`config.mk`:
```
export PLATFORM = sky130hd
export DESIGN_NAME = pipe_hazard_ctrl
export DESIGN_NICKNAME = d
export VERILOG_FILES = /design/src/rtl/pipe_ctrl_pkg.sv /design/src/rtl/hazard_cmp.sv /design/src/rtl/pipe_hazard_ctrl.sv
export SDC_FILE = /design/constraint.sdc
export NUM_CORES = 1
export LEC_CHECK = 0
export ABC_AREA = 1
export ABC_CLOCK_PERIOD_IN_PS = 2300
export BUFFER_PORTS_ARGS = -buffer_cell sky130_fd_sc_hd__clkbuf_2
export CAP_MARGIN = 40
export CORE_AREA = 2 2 86 63
export CTS_BUF_LIST = sky130_fd_sc_hd__clkbuf_4 sky130_fd_sc_hd__clkbuf_8 sky130_fd_sc_hd__clkbuf_16
export DETAILED_ROUTE_END_ITERATION = 16
export DIE_AREA = 0 0 88 65
export MAX_ROUTING_LAYER = met4
export PLACE_DENSITY = 0.68
export SYNTH_ARGS = -nofsm -noshare
export SYNTH_HDL_FRONTEND = slang
export SYNTH_SLANG_ARGS = --single-unit
export TNS_END_PERCENT = 100
```
`constraint.sdc`:
```
create_clock -name clock -period 2.3 [get_ports clock]
set_input_delay 0.115 -clock clock [delete_from_list [all_inputs] [get_ports clock]]
set_output_delay 0.115 -clock clock [all_outputs]
set_load 0.05 [all_outputs]
```
`src/rtl/pipe_ctrl_pkg.sv`:
```
// Shared types for the pipeline sequencing controller: scoreboard slot layout,
// controller FSM states and the hard-wired zero register index.
package pipe_ctrl_pkg;

  typedef struct packed {
    logic       valid;
    logic       fp;
    logic [4:0] rd;
  } sb_entry_t;

  typedef enum logic {
    RUN       = 1'b0,
    CTRL_WAIT = 1'b1
  } ctrl_state_t;

  localparam logic [4:0] REG_ZERO = 5'd0;

endpackage

```
`src/rtl/hazard_cmp.sv`:
```
// Compares one ID source operand against one in-flight scoreboard slot.
module hazard_cmp
  import pipe_ctrl_pkg::*;
(
  input  logic       src_i,
  input  logic [4:0] src_idx_i,
  input  logic       src_fp_i,
  input  sb_entry_t  entry_i,
  output logic       hit_o
);

  // GPR r0 is hard-wired, so it can never be waiting on a producer; f0 is a real register.
  logic src_is_r0;
  assign src_is_r0 = ~src_fp_i & (src_idx_i == REG_ZERO);

  assign hit_o = src_i & ~src_is_r0 & entry_i.valid
               & (entry_i.fp == src_fp_i) & (entry_i.rd == src_idx_i);

endmodule

```
`src/rtl/pipe_hazard_ctrl.sv`:
```
// 5-stage pipeline sequencer: RAW interlock against an EX/MEM/WB destination
// scoreboard, post-branch IF/ID flush window, and whole-pipe freeze on mem_wait.
module pipe_hazard_ctrl
  import pipe_ctrl_pkg::*;
#(
  parameter int CTRL_SHADOW      = 3,
  parameter int RF_WRITE_THROUGH = 1
) (
  input  logic        clock,
  input  logic        reset,
  input  logic        id_valid,
  input  logic [4:0]  id_rs1,
  input  logic        id_rs1_fp,
  input  logic        id_rs1_used,
  input  logic [4:0]  id_rs2,
  input  logic        id_rs2_fp,
  input  logic        id_rs2_used,
  input  logic [4:0]  id_rd,
  input  logic        id_rd_fp,
  input  logic        id_rd_write,
  input  logic        id_ctrl,
  input  logic        mem_wait,
  output logic        pc_stall,
  output logic        ifid_stall,
  output logic        ifid_flush,
  output logic        idex_bubble,
  output logic        pipe_freeze,
  output logic        ctrl_busy,
  output logic [15:0] stall_count
);

  // With a write-through register file the WB slot is already readable in ID.
  localparam logic [2:0] SLOT_MASK = (RF_WRITE_THROUGH != 0) ? 3'b011 : 3'b111;

  sb_entry_t   ex_q, mem_q, wb_q, ex_d;
  ctrl_state_t state_q, state_d;
  logic [2:0]  cnt_q, cnt_d;
  logic [15:0] stall_cnt_q, stall_cnt_d;

  sb_entry_t   slot_w [3];
  logic [2:0]  hit_rs1, hit_rs2;
  logic        freeze, flush_now, raw, issue;

  assign slot_w[0] = ex_q;
  assign slot_w[1] = mem_q;
  assign slot_w[2] = wb_q;

  for (genvar g = 0; g < 3; g++) begin : g_slot
    hazard_cmp u_cmp_rs1 (
      .src_i     (id_rs1_used),
      .src_idx_i (id_rs1),
      .src_fp_i  (id_rs1_fp),
      .entry_i   (slot_w[g]),
      .hit_o     (hit_rs1[g])
    );
    hazard_cmp u_cmp_rs2 (
      .src_i     (id_rs2_used),
      .src_idx_i (id_rs2),
      .src_fp_i  (id_rs2_fp),
      .entry_i   (slot_w[g]),
      .hit_o     (hit_rs2[g])
    );
  end

  assign freeze    = mem_wait;
  assign flush_now = (state_q == CTRL_WAIT);
  // ID only carries flushed NOPs during the shadow, so nothing there can hazard.
  assign raw       = id_valid & ~flush_now & (|((hit_rs1 | hit_rs2) & SLOT_MASK));
  assign issue     = id_valid & ~raw & ~freeze & ~flush_now;

  // NOTE: every always_comb output gets a default first so no path leaves it unassigned (no latch).
  always_comb begin
    pc_stall    = 1'b0;
    ifid_stall  = 1'b0;
    ifid_flush  = 1'b0;
    idex_bubble = 1'b0;
    pipe_freeze = 1'b0;
    ctrl_busy   = 1'b0;
    if (freeze) begin
      pipe_freeze = 1'b1;
    end else if (flush_now) begin
      ifid_flush = 1'b1;
      ctrl_busy  = 1'b1;
    end else if (raw) begin
      pc_stall    = 1'b1;
      ifid_stall  = 1'b1;
      idex_bubble = 1'b1;
    end
  end

  always_comb begin
    state_d = state_q;
    cnt_d   = cnt_q;
    if (!freeze) begin
      case (state_q)
        RUN: begin
          if (issue && id_ctrl) begin
            state_d = CTRL_WAIT;
            cnt_d   = 3'(CTRL_SHADOW);
          end
        end
        CTRL_WAIT: begin
          if (cnt_q == 3'd1) begin
            state_d = RUN;
            cnt_d   = 3'd0;
          end else begin
            cnt_d = cnt_q - 3'd1;
          end
        end
        default: state_d = RUN;
      endcase
    end
  end

  always_comb begin
    ex_d.valid = issue & id_rd_write & ~(~id_rd_fp & (id_rd == REG_ZERO));
    ex_d.fp    = id_rd_fp;
    ex_d.rd    = id_rd;
    stall_cnt_d = stall_cnt_q;
    if (raw && !freeze && stall_cnt_q != 16'hFFFF) begin
      stall_cnt_d = stall_cnt_q + 16'd1;
    end
  end

  // NOTE: sequential state uses non-blocking assignments so every register samples pre-edge values.
  always_ff @(posedge clock or negedge reset) begin
    if (!reset) begin
      ex_q        <= '0;
      mem_q       <= '0;
      wb_q        <= '0;
      state_q     <= RUN;
      cnt_q       <= 3'd0;
      stall_cnt_q <= 16'd0;
    end else if (!freeze) begin
      wb_q        <= mem_q;
      mem_q       <= ex_q;
      ex_q        <= ex_d;
      state_q     <= state_d;
      cnt_q       <= cnt_d;
      stall_cnt_q <= stall_cnt_d;
    end
  end

  assign stall_count = stall_cnt_q;

endmodule

```
-- After elaboration in Yosys (flattened, before gate mapping)
Index checks and enable logic that the tools add are counted.
- input bits: 26
- register bits after elaboration: 34
- logic and storage cells: 78
- output and inout bits: 22
- bitwise logic cells: 34
- reductions and logical operators: 10
- mux-type cells: 12
- add/subtract/negate cells: 2
- equal/unequal tests: 11
- operator list (cell ; number):
    1-bit bitwise AND ; 24
    5-bit equality test ; 4
    16-bit by 1-bit adder with 16-bit output (second input constant) ; 1
    16-bit != test (second input constant) ; 1
    5-bit zero test ; 3
    1-bit NOT ; 9
    1-bit 2-to-1 mux ; 8
    3-bit 2-to-1 mux ; 2
    3-bit one-hot mux with 2 select lines ; 1
    1-bit equality test ; 4
    2-bit AND reduction ; 2
    3-bit by 1-bit equality test with 1-bit output (second input constant) ; 1
    1-bit logical AND ; 3
    3-bit by 1-bit subtractor with 3-bit output (second input constant) ; 1
    2-bit by 1-bit != test with 1-bit output (second input constant) ; 1
    2-bit OR ; 1
    1-bit one-hot mux with 2 select lines ; 1
    2-bit OR reduction ; 1
    1-bit zero test ; 1

-- Longest topological paths before layout
Gate-level depths: netlist of the first run.
- word-level depth: 17
- mapped depth: 14
- mapped depth without buffers: 13

-- By module
A second synthesis of the first run with hierarchy kept.
- cells, all modules: 393
- area, all modules: 2468.6 um^2
- by module, submodules not included (module ; cells each ; instances ; seq. area each (um^2) ; area an instance (um^2)):
    pipe_hazard_ctrl ; 241 ; 1 ; 850.8 ; 1863.0
    hazard_cmp ; 38 ; 4 ; 0.0 ; 151.4

-- Least setup slack after synthesis of the first run
No wires, ideal clock.
- path kind: reg-to-output
- from: register ex_q[5] in the netlist's numbering
- to: output port ifid_stall
- arrival time: 2.443 ns
- stages on the path, launching flop included: 9
- setup slack: -0.258 ns
- buffers on the path: 1
- data required time: 2.185 ns
- cell sequence: dfrtp_1 -> a21oi_1 -> nand3_1 -> nor2_2 -> nand2_1 -> nand2_2 -> nor2_4 -> nor3_1 -> buf_4
- cells in the longest elaborated chain, start to end: 9
- elaborated cells on any way between the ends: 12
- classes of those cells: 2 x eq/ne; 3 x mux; 6 x bitwise; 1 x reduce/logical
- ends and longest elaborated chain (item ; line ; RTL):
    start, declared ; pipe_hazard_ctrl.sv:35 ; sb_entry_t ex_q, mem_q, wb_q, ex_d;
    start signal, assigned ; pipe_hazard_ctrl.sv:128 ; ex_q <= '0;
    start signal, assigned ; pipe_hazard_ctrl.sv:137 ; ex_q <= ex_d;
    1-bit equality test ; hazard_cmp.sv:17 ; & (entry_i.fp == src_fp_i) & (entry_i.rd == src_idx_i);
    1-bit bitwise AND (2 in a row) ; hazard_cmp.sv:17 ;
    2-bit OR (*) ; pipe_hazard_ctrl.sv:68 ; assign raw = id_valid & ~flush_now & (|((hit_rs1 | hit_rs2) & SLOT_MASK));
    2-bit OR reduction (*) ; pipe_hazard_ctrl.sv:68 ;
    1-bit bitwise AND (*) ; pipe_hazard_ctrl.sv:68 ;
    1-bit 2-to-1 mux (*) (3 in a row) ; n/a ;
    end, declared ; pipe_hazard_ctrl.sv:24 ; output logic ifid_stall,
Every way passes the cells marked *; elsewhere a longest branch is shown, timed or not.

-- Final worst setup path of the first run
- from: register ex_q[5] in the netlist's numbering
- to: output port idex_bubble
- cells in the longest elaborated chain, start to end: 9
- elaborated cells on any way between the ends: 12
- classes of those cells: 2 x eq/ne; 3 x mux; 6 x bitwise; 1 x reduce/logical
- ends and longest elaborated chain (item ; line ; RTL):
    1-bit equality test ; hazard_cmp.sv:17 ;
    1-bit bitwise AND (2 in a row) ; hazard_cmp.sv:17 ;
    2-bit OR (*) ; pipe_hazard_ctrl.sv:68 ;
    2-bit OR reduction (*) ; pipe_hazard_ctrl.sv:68 ;
    1-bit bitwise AND (*) ; pipe_hazard_ctrl.sv:68 ;
    1-bit 2-to-1 mux (*) ; pipe_hazard_ctrl.sv:84 ; end else if (raw) begin
    1-bit 2-to-1 mux (*) ; pipe_hazard_ctrl.sv:81 ; end else if (flush_now) begin
    1-bit 2-to-1 mux (*) ; pipe_hazard_ctrl.sv:79 ; if (freeze) begin
    end, declared ; pipe_hazard_ctrl.sv:26 ; output logic idex_bubble,
Marked as above.

==> results of run 1 <==
==> cell usage after synthesis (4+ instances only) <==
cell and count:
nand2_1 116, inv_1 38, dfrtp_1 34, nor2_1 25, nand2_2 19, nand3_1 19, nand4_1 19, o21ai_0 16
inv_2 9, xnor2_1 9, xor2_1 6, a21oi_1 5, buf_4 4, nor3_1 4
==> kinds of logic (layout without fill, tap and decap cells) <==
group                      Yosys count  after routing
and+or+nand+nor                    211            211
buffers and inverters               59            108
DFF                                 34             34
AOI/OAI and AO/OA                   24             24
xor gates and xnor gates            15             15
adders and majority gates            3              3
==> through the flow <==
stage	cell area (µm²)	worst slack [ps]	cells	utilization	power, µW
3_5_place_dp	2670	513	458	0.536	1150
2_1_floorplan	2390	270	346	-	1020
4_1_cts	2780	340	467	0.558	1620
6_report	2780	346	467	0.558	1610
5_1_grt	2780	168	467	0.558	1720
3_3_place_gp	2650	578	457	0.532	1140
==> metal layers <==
metal,part of all wire,up-vias,track usage
li1,-,1182,-
met1,0.55,1010,0.328
met2,0.40,47,0.302
met3,0.048,5,0.0471
met4,0.0095,0,0.0558
met5,0,-,-
==> worst max-delay path: stages, from the launching register on <==
cell and delay [ps]:
dfrtp_1 420, a21oi_1 210, nand3_1 120, nor2_2 110, nand2_1 60, nand2_2 90
nor2_4 70, nor3_2 160, clkbuf_2 310
==> sequential cells by signal, summed over array words and instances, names as in the netlist <==
signal,count
stall_count,16
ex_q,7
mem_q,7
cnt_q,3
flush_now,1
==> power by group <==
part / leakage (µW) / internal (µW) / switching [µW]
logic: 0.00105 / 139 / 276
registers: 0.000447 / 664 / 63.9
clock network: 0.0000517 / 253 / 212
==> cell type report <==
| cell class | instances | area share |
|---|---|---|
| clock inverter | 1 | 0.00180 |
| timing repair buffer | 51 | 0.101 |
| clock buffer | 7 | 0.0324 |
| inverter | 49 | 0.0689 |
| tap | 72 | 0.0324 |
| sequential | 34 | 0.306 |
| multi-input combinational | 253 | 0.457 |
==> how the worst max path moves through the flow <==
stage | startpoint | to | slack (ps) | cells past startpoint
5_1_grt | mem_q[3]$_DFFE_PN0N_ | ifid_stall | 170 | 11
3_5_place_dp | stall_count[0]$_DFFE_PN0P_ | stall_count[8]$_DFFE_PN0P_ | 510 | 9
2_1_floorplan | ex_q[5]$_DFFE_PN0N_ | ifid_stall | 270 | 8
3_3_place_gp | stall_count[0]$_DFFE_PN0P_ | stall_count[1]$_DFFE_PN0P_ | 580 | 9
4_1_cts | mem_q[3]$_DFFE_PN0N_ | idex_bubble | 340 | 11
6_report | ex_q[5]$_DFFE_PN0N_ | idex_bubble | 350 | 8
==> flow_summary.json, run 1 <==
{
  "synthMuxAreaShare": 0,
  "maxSlewViolCount": 0,
  "cts_setup_buffers": 0,
  "setup_viol": 0,
  "seq_area_frac_synth": 0.357,
  "yosysTopAreaCellShare": 0.357,
  "cts_tree": "done",
  "fin_setup_tns_ps": 0,
  "cts_resized": 0,
  "critical_path_class": "flip-flop to output pin",
  "power_density_nw_per_um2": 579,
  "postCtsHoldBufs": 1,
  "clkLatencyLatePin_ps": 280,
  "yosys.area.top_type": "dfrtp_1",
  "grt_overflow": 0,
  "hold_violations": 0,
  "finClkSkew_ps": 3.98,
  "hold_path_depth": 3,
  "ys_types": 31,
  "reg2reg_depth": 9,
  "drive_above_1_share": 0.243,
  "die_x_um": 88,
  "clock-sinks": 34,
  "grt_max_degree": 32,
  "core_um2": 4980,
  "syn_area_per_cell_um2": 6.88,
  "cp_max_fo": 4,
  "yosys-top-cells-area": "dfrtp_1 36%, nand2_1 18%, inv_1 6.0%",
  "crit_arrival_ps": 1840,
  "die_h_um": 65,
  "drtIter0Drc": 123,
  "num_vias": 2244,
  "die_area_um2": 5720,
  "ir_drop_mv": 0.433,
  "via_per_inst": 4.81,
  "place_congestion": 0.978,
  "numCtsBuffers": 5,
  "regArea_um2": 851,
  "start_util": 0.478,
  "grt_usage": 0.220,
  "synthArstFlopShare": 1.00,
  "antenna_found_initial": 0,
  "cap_violations": 0,
  "rows": 22,
  "fin_crit_ps": 1950,
  "drtPass1Iterations": 4,
  "slew_headroom": 0.719,
  "drt_wl_total_mm": 5.50,
  "synth-simple-area-share": 0.408,
  "hpwl_mm": 4.33,
  "cp-end-kind": "output pin",
  "grt_pass1_wl_mm": 9.48,
  "synth_cells": 346,
  "diodes": 0,
  "postSynthRegisterBits": 34,
  "ys.warnings.count": 0,
  "start_kind": "flip-flop",
  "max_freq_mhz": 512,
  "wire_per_inst_um": 11.8,
  "layout_commonest_cell": "nand2_1",
  "htree_num_levels": 2,
  "n_fill_cell": 502,
  "hold_path_end": "ex_q[3]$_DFFE_PN0N_",
  "synthFlopType": "dfrtp_1",
  "synth-adder-area-share": 0.0158,
  "r2r-end": "stall_count[8]$_DFFE_PN0P_",
  "period_share": 0.850,
  "grt_pass1_vias": 2027,
  "hp-start": "id_rd[3]",
  "ctsLongestPathBuffers": 2,
  "io_pins": 48,
  "fin_nets": 423,
  "root_buffer": "clkbuf_8",
  "fin_hold_ws_ps": 67.3,
  "synth_edf_count": 0,
  "path_clk_slew_ps": 70,
  "synth_area_um2": 2380,
  "r2r_slack_ps": 480,
  "hold_path_class": "input port to flip-flop",
  "synth_top_family_by_area": "simple AND/OR/NAND/NOR gates",
  "rsz0062_at_grt": "false",
  "ant_nets": 0,
  "synth_xor_area_frac": 0.0552,
  "status": "complete, no violations",
  "portBuffers": 47,
  "synth_compound_area_frac": 0.0520,
  "multi_input_area_um2": 1270,
  "worstPathRequired_ps": 2180,
  "layout_common_cells": "116 x nand2_1, 47 x clkbuf_2, 38 x inv_1, 34 x dfrtp_1, 25 x nor2_1",
  "tightest_slew_ps": 418,
  "syn-num-nets": 375,
  "drc": 0,
  "area_growth_pct": 16.7,
  "p_leak_uw": 0.00154,
  "worstReg2RegStart": "stall_count[0]$_DFFE_PN0P_"
}
Power figures use the tool's default switching activity.
==> run 2: changes to the inputs <==
ABC_CLOCK_PERIOD_IN_PS = 1700   (was 2300)
PLACE_DENSITY = 0.71   (was 0.68)
clock period = 1.7 ns   (was 2.3 ns; I/O delays follow)
==> run 2 against run 1 <==
The flow now finishes with violations (negative setup slack); clock skew is 1.5 ps lower; combinational power increased by 46%; via count increased by 6.5%; sequential power rose by 36%; highest routed layer unchanged.
==> flow_summary.json, run 2 (synthesis gave the netlist of run 1 again) <==
{
  "worstPathRequired_ps": 1620,
  "via_per_inst": 4.98,
  "htree_num_levels": 2,
  "period_share": 1.12,
  "p_int_uw": 1450,
  "diodes": 0,
  "ctsLongestPathBuffers": 2,
  "grt_usage": 0.241,
  "ant_nets": 0,
  "met2_usage": 0.296,
  "wire_per_inst_um": 12.8,
  "start_util": 0.478,
  "slew_headroom": 0.703,
  "multi_input_area_um2": 1360,
  "regArea_um2": 867,
  "die_x_um": 88,
  "fin_setup_tns_ps": -2480,
  "status": "finished with violations",
  "netSwitchingFraction": 0.352,
  "hold_violations": 0,
  "drive_above_1_share": 0.363,
  "critical_path_class": "flip-flop to output pin",
  "p_clk_frac": 0.286,
  "n_fill_cell": 471,
  "place_congestion": 0.959,
  "clock-sinks": 34,
  "gr-max-usage-layer": "met1",
  "grt_pass1_vias": 2091,
  "rows": 22,
  "drc": 0,
  "clkLatencyLatePin_ps": 280,
  "layout_common_cells": "102 x nand2_1, 44 x clkbuf_2, 33 x nand2_2, 31 x inv_1, 22 x nor2_1",
  "tightest_slew_ps": 446,
  "hold_path_class": "input port to flip-flop",
  "fin_nets": 436,
  "root_buffer": "clkbuf_8",
  "violations": "negative setup slack",
  "portBuffers": 47,
  "power.share.sequential": 0.443,
  "drtIter0Drc": 232,
  "drt_wl_total_mm": 6.16,
  "start_kind": "flip-flop",
  "io_pins": 48,
  "power_density_nw_per_um2": 749,
  "path_clk_slew_ps": 70,
  "cap_violations": 0,
  "final.setup.worst_slack_ps": -197,
  "ir_drop_mv": 0.638,
  "die_h_um": 65,
  "met1_usage": 0.388,
  "grt_pass1_wl_mm": 10.3,
  "comb_power_share": 0.271,
  "core_um2": 4980,
  "grt_max_degree": 35,
  "finClkSkew_ps": 2.53,
  "drtPass1Iterations": 4,
  "num_vias": 2389,
  "gr-usage-met3": 0.0573,
  "area_growth_pct": 25.3,
  "cts_tree": "done",
  "die_area_um2": 5720,
  "layout_commonest_cell": "nand2_1",
  "largest_reg_flops": 16,
  "p_switching_uw": 787,
  "p_leak_uw": 0.00158,
  "numCtsBuffers": 5,
  "grt_overflow": 0,
  "cp-end-kind": "output pin",
  "maxSlewViolCount": 0,
  "hpwl_mm": 4.51,
  "crit_arrival_ps": 1810,
  "max_freq_mhz": 527,
  "antenna_found_initial": 0,
  "setup_viol": 19,
  "rsz0062_at_grt": "true",
  "final_util": 0.599,
  "fin_crit_ps": 1900,
  "cp_max_fo": 4
}
==> run 2: changes by cell type in the layout (fill, tap and decap cells not counted), moves of 7 or more <==
cell / change
buf_4: +13
dfrtp_1: -13
dfrtp_2: +13
inv_1: -7
inv_2: +7
nand2_1: -14
nand2_2: +14
==> run 2: path summary, 6_finish.rpt <==
kind                            slack, ps                          to                 start  cells after the start
worst min register to register        490        mem_q[6]$_DFFE_PN0N_  mem_q[6]$_DFFE_PN0N_                      2
min in group asynchronous             360  stall_count[1]$_DFFE_PN0P_                 reset                      3
worst max-delay path                 -200                  ifid_stall   ex_q[3]$_DFFE_PN0N_                     10
max in group asynchronous             990         ex_q[4]$_DFFE_PN0N_                 reset                      3
worst min-delay path                   20         ex_q[1]$_DFFE_PN0N_              id_rd[1]                      3
worst max register to register       -130  stall_count[5]$_DFFE_PN0P_   ex_q[3]$_DFFE_PN0N_                     14
==> run 2: layer usage <==
layer | up-vias | part of all wire
li1 | 1211 | -
met1 | 1100 | 0.52
met2 | 70 | 0.40
met3 | 8 | 0.070
met4 | 0 | 0.0086
met5 | - | 0
==> run 2: layout make-up <==
| type | count | area share |
|---|---|---|
| multi-input combinational | 254 | 0.456 |
| tap | 72 | 0.0302 |
| sequential | 34 | 0.291 |
| clock buffer | 7 | 0.0302 |
| timing repair buffer | 63 | 0.127 |
| inverter | 49 | 0.0642 |
| clock inverter | 1 | 0.00168 |
==> run 2: power by group through the flow <==
stage / Clock, µW / Sequential [µW] / Combinational (µW)
after floorplan: 0 / 993 / 399
after global routing: 686 / 1000 / 694
after CTS: 653 / 985 / 575
final: 639 / 989 / 607
after detailed placement: 0 / 997 / 565
after global placement: 0 / 996 / 560
==> run 2: worst max-delay path, stage by stage, from the launching register on <==
cell and delay, ps:
dfrtp_1 430, nand2_1 90, nand2_1 50, nor2_1 120, nand2_1 80, nor2_2 80
nand2_1 80, nand2_2 100, nor2_4 50, nor3_4 190, buf_4 250
==> run 2: per-stage QoR <==
stage          instance area, µm²  total power, µW  hold WS (ps)  setup slack, ps  instances
2_1_floorplan                2420             1390          -211            -49.0        346
3_3_place_gp                 2720             1560           147            -3.75        461
3_5_place_dp                 2720             1560           147            -34.0        461
4_1_cts                      2900             2210          17.4             -184        477
5_1_grt                      2980             2380          42.7             -283        480
6_report                     2980             2230          24.2             -197        480
==> run 2: timing repair <==
action / CTS / global route
cloned: 1 / 0
resized for setup: 7 / 29
hold endpoints to repair: 34 / 0
pin swaps: 0 / 8
buffers inserted: 6 / 3
endpoints found under the setup margin: 19 / 22
hold buffers: 1 / 0
==> run 3: changes to the inputs <==
ABC_CLOCK_PERIOD_IN_PS = 2280   (was 1700)
PLACE_DENSITY = 0.68   (was 0.71)
clock period = 2.28 ns   (was 1.7 ns; I/O delays follow)
==> run 3 against run 2 <==
The flow now finishes without violations; clock power shrank 27%; die area unchanged; power decreased by 28%; routed wire length down 9.5%; global-route usage decreased by 1.8 points; core utilization shrank 4.1 points; critical path depth shrank 2; largest power group unchanged.
==> flow_summary.json, run 3 (synthesis gave the netlist of run 1 again) <==
{
  "diodes": 0,
  "core_um2": 4980,
  "p_leak_uw": 0.00154,
  "crit_arrival_ps": 1850,
  "fin_nets": 423,
  "die_area_um2": 5720,
  "critical_path_class": "flip-flop to output pin",
  "root_buffer": "clkbuf_8",
  "cap_violations": 0,
  "slew_headroom": 0.732,
  "htree_num_levels": 2,
  "place_inst": 458,
  "wire_per_inst_um": 11.9,
  "place_congestion": 0.979,
  "grt_pass1_wl_mm": 9.58,
  "hpwl_mm": 4.35,
  "cts_setup_buffers": 0,
  "path_clk_slew_ps": 70,
  "cts_tree": "done",
  "antenna_found_initial": 0,
  "die_h_um": 65,
  "start_kind": "flip-flop",
  "period_share": 0.861,
  "grt_overflow": 0,
  "grt_usage": 0.223,
  "clock-sinks": 34,
  "maxSlewViolCount": 0,
  "finClkSkew_ps": 3.82,
  "power_density_nw_per_um2": 582,
  "design_area_um2": 2780,
  "layout_commonest_cell": "nand2_1",
  "worstPathRequired_ps": 2170,
  "io_pins": 48,
  "fin_crit_ps": 1960,
  "layout_common_cells": "116 x nand2_1, 47 x clkbuf_2, 38 x inv_1, 34 x dfrtp_1, 25 x nor2_1",
  "cp_max_fo": 4,
  "drc": 0,
  "portBuffers": 47,
  "drive_above_1_share": 0.243,
  "hold_path_class": "input port to flip-flop",
  "via_per_inst": 4.86,
  "drt_wl_total_mm": 5.57,
  "start_util": 0.478,
  "hold_violations": 0,
  "rows": 22,
  "cp-end-kind": "output pin",
  "ant_nets": 0,
  "rsz0062_at_grt": "false",
  "area_growth_pct": 16.7,
  "num_vias": 2269,
  "status": "complete, no violations",
  "drtPass1Iterations": 5,
  "setup_viol": 0,
  "ir_drop_mv": 0.397,
  "final_cells": 467,
  "largest_reg_flops": 16,
  "grt_pass1_vias": 2034,
  "n_fill_cell": 495,
  "numCtsBuffers": 5,
  "clkLatencyLatePin_ps": 280,
  "die_x_um": 88,
  "drtIter0Drc": 143,
  "tightest_slew_ps": 399,
  "place_area_um2": 2670,
  "grt_max_degree": 32,
  "ctsLongestPathBuffers": 2,
  "fin_setup_tns_ps": 0,
  "max_freq_mhz": 509
}
[run 3: cell types whose count changed in the layout (fill, tap and decap cells not counted), sizes merged]
cell	previous run	this run
clkbuf	52	54
buf	17	3
nand3	22	21
[run 3: cell type report]
type	count	area (µm²)	share of cell area
clock buffers	7	90.1	0.0324
clock inverters	1	5.00	0.00180
inverters	49	191	0.0689
multi-input cells	253	1270	0.457
flip-flops and latches	34	851	0.306
well taps	72	90.1	0.0324
repair buffers	51	280	0.101
[run 3: per-layer routing]
layer	part of all wire	GRT usage
met4	0	0.0423
met3	0.055	0.0459
met2	0.40	0.300
met5	0	-
met1	0.54	0.343
[run 3: critical path: stages (launching register included)]
cell and delay [ps]:
dfrtp_1 420, a21oi_1 220, nand3_1 120, nor2_2 120
nand2_1 60, nand2_2 90, nor2_4 70, nor3_2 160
clkbuf_2 310
[run 3: worst paths after layout]
path	to	start	slack, ps	cells past startpoint
max in group asynchronous	stall_count[9]$_DFFE_PN0P_	reset	1700	3
min reg2reg	mem_q[3]$_DFFE_PN0N_	mem_q[3]$_DFFE_PN0N_	500	2
min in group asynchronous	cnt_q[2]$_DFFE_PN0P_	reset	190	2
max reg2reg	stall_count[8]$_DFFE_PN0P_	stall_count[0]$_DFFE_PN0P_	450	9
min	ex_q[2]$_DFFE_PN0N_	id_rd[2]	70	3
max	idex_bubble	ex_q[5]$_DFFE_PN0N_	320	8
[run 3: what timing repair did]
item,in CTS,in global routing
endpoints found under the hold margin,34,0
gates resized for setup,0,0
hold buffers,1,0
[run 3: report_power, final]
group	switching (µW)	leakage [µW]	internal, µW
Sequential	64.7	0.000447	670
Combinational	279	0.00105	140
Clock	208	0.0000517	255
[run 3: stage by stage]
| stage | setup WS [ps] | util | hold slack [ps] | power [µW] |
|---|---|---|---|---|
| after floorplan | 251 | - | -182 | 1030 |
| after global placement | 558 | 0.532 | 270 | 1150 |
| after detailed placement | 496 | 0.536 | -50.7 | 1160 |
| after CTS | 321 | 0.558 | 66.9 | 1630 |
| after global routing | 182 | 0.558 | 72.6 | 1750 |
| final | 317 | 0.558 | 73.0 | 1620 |
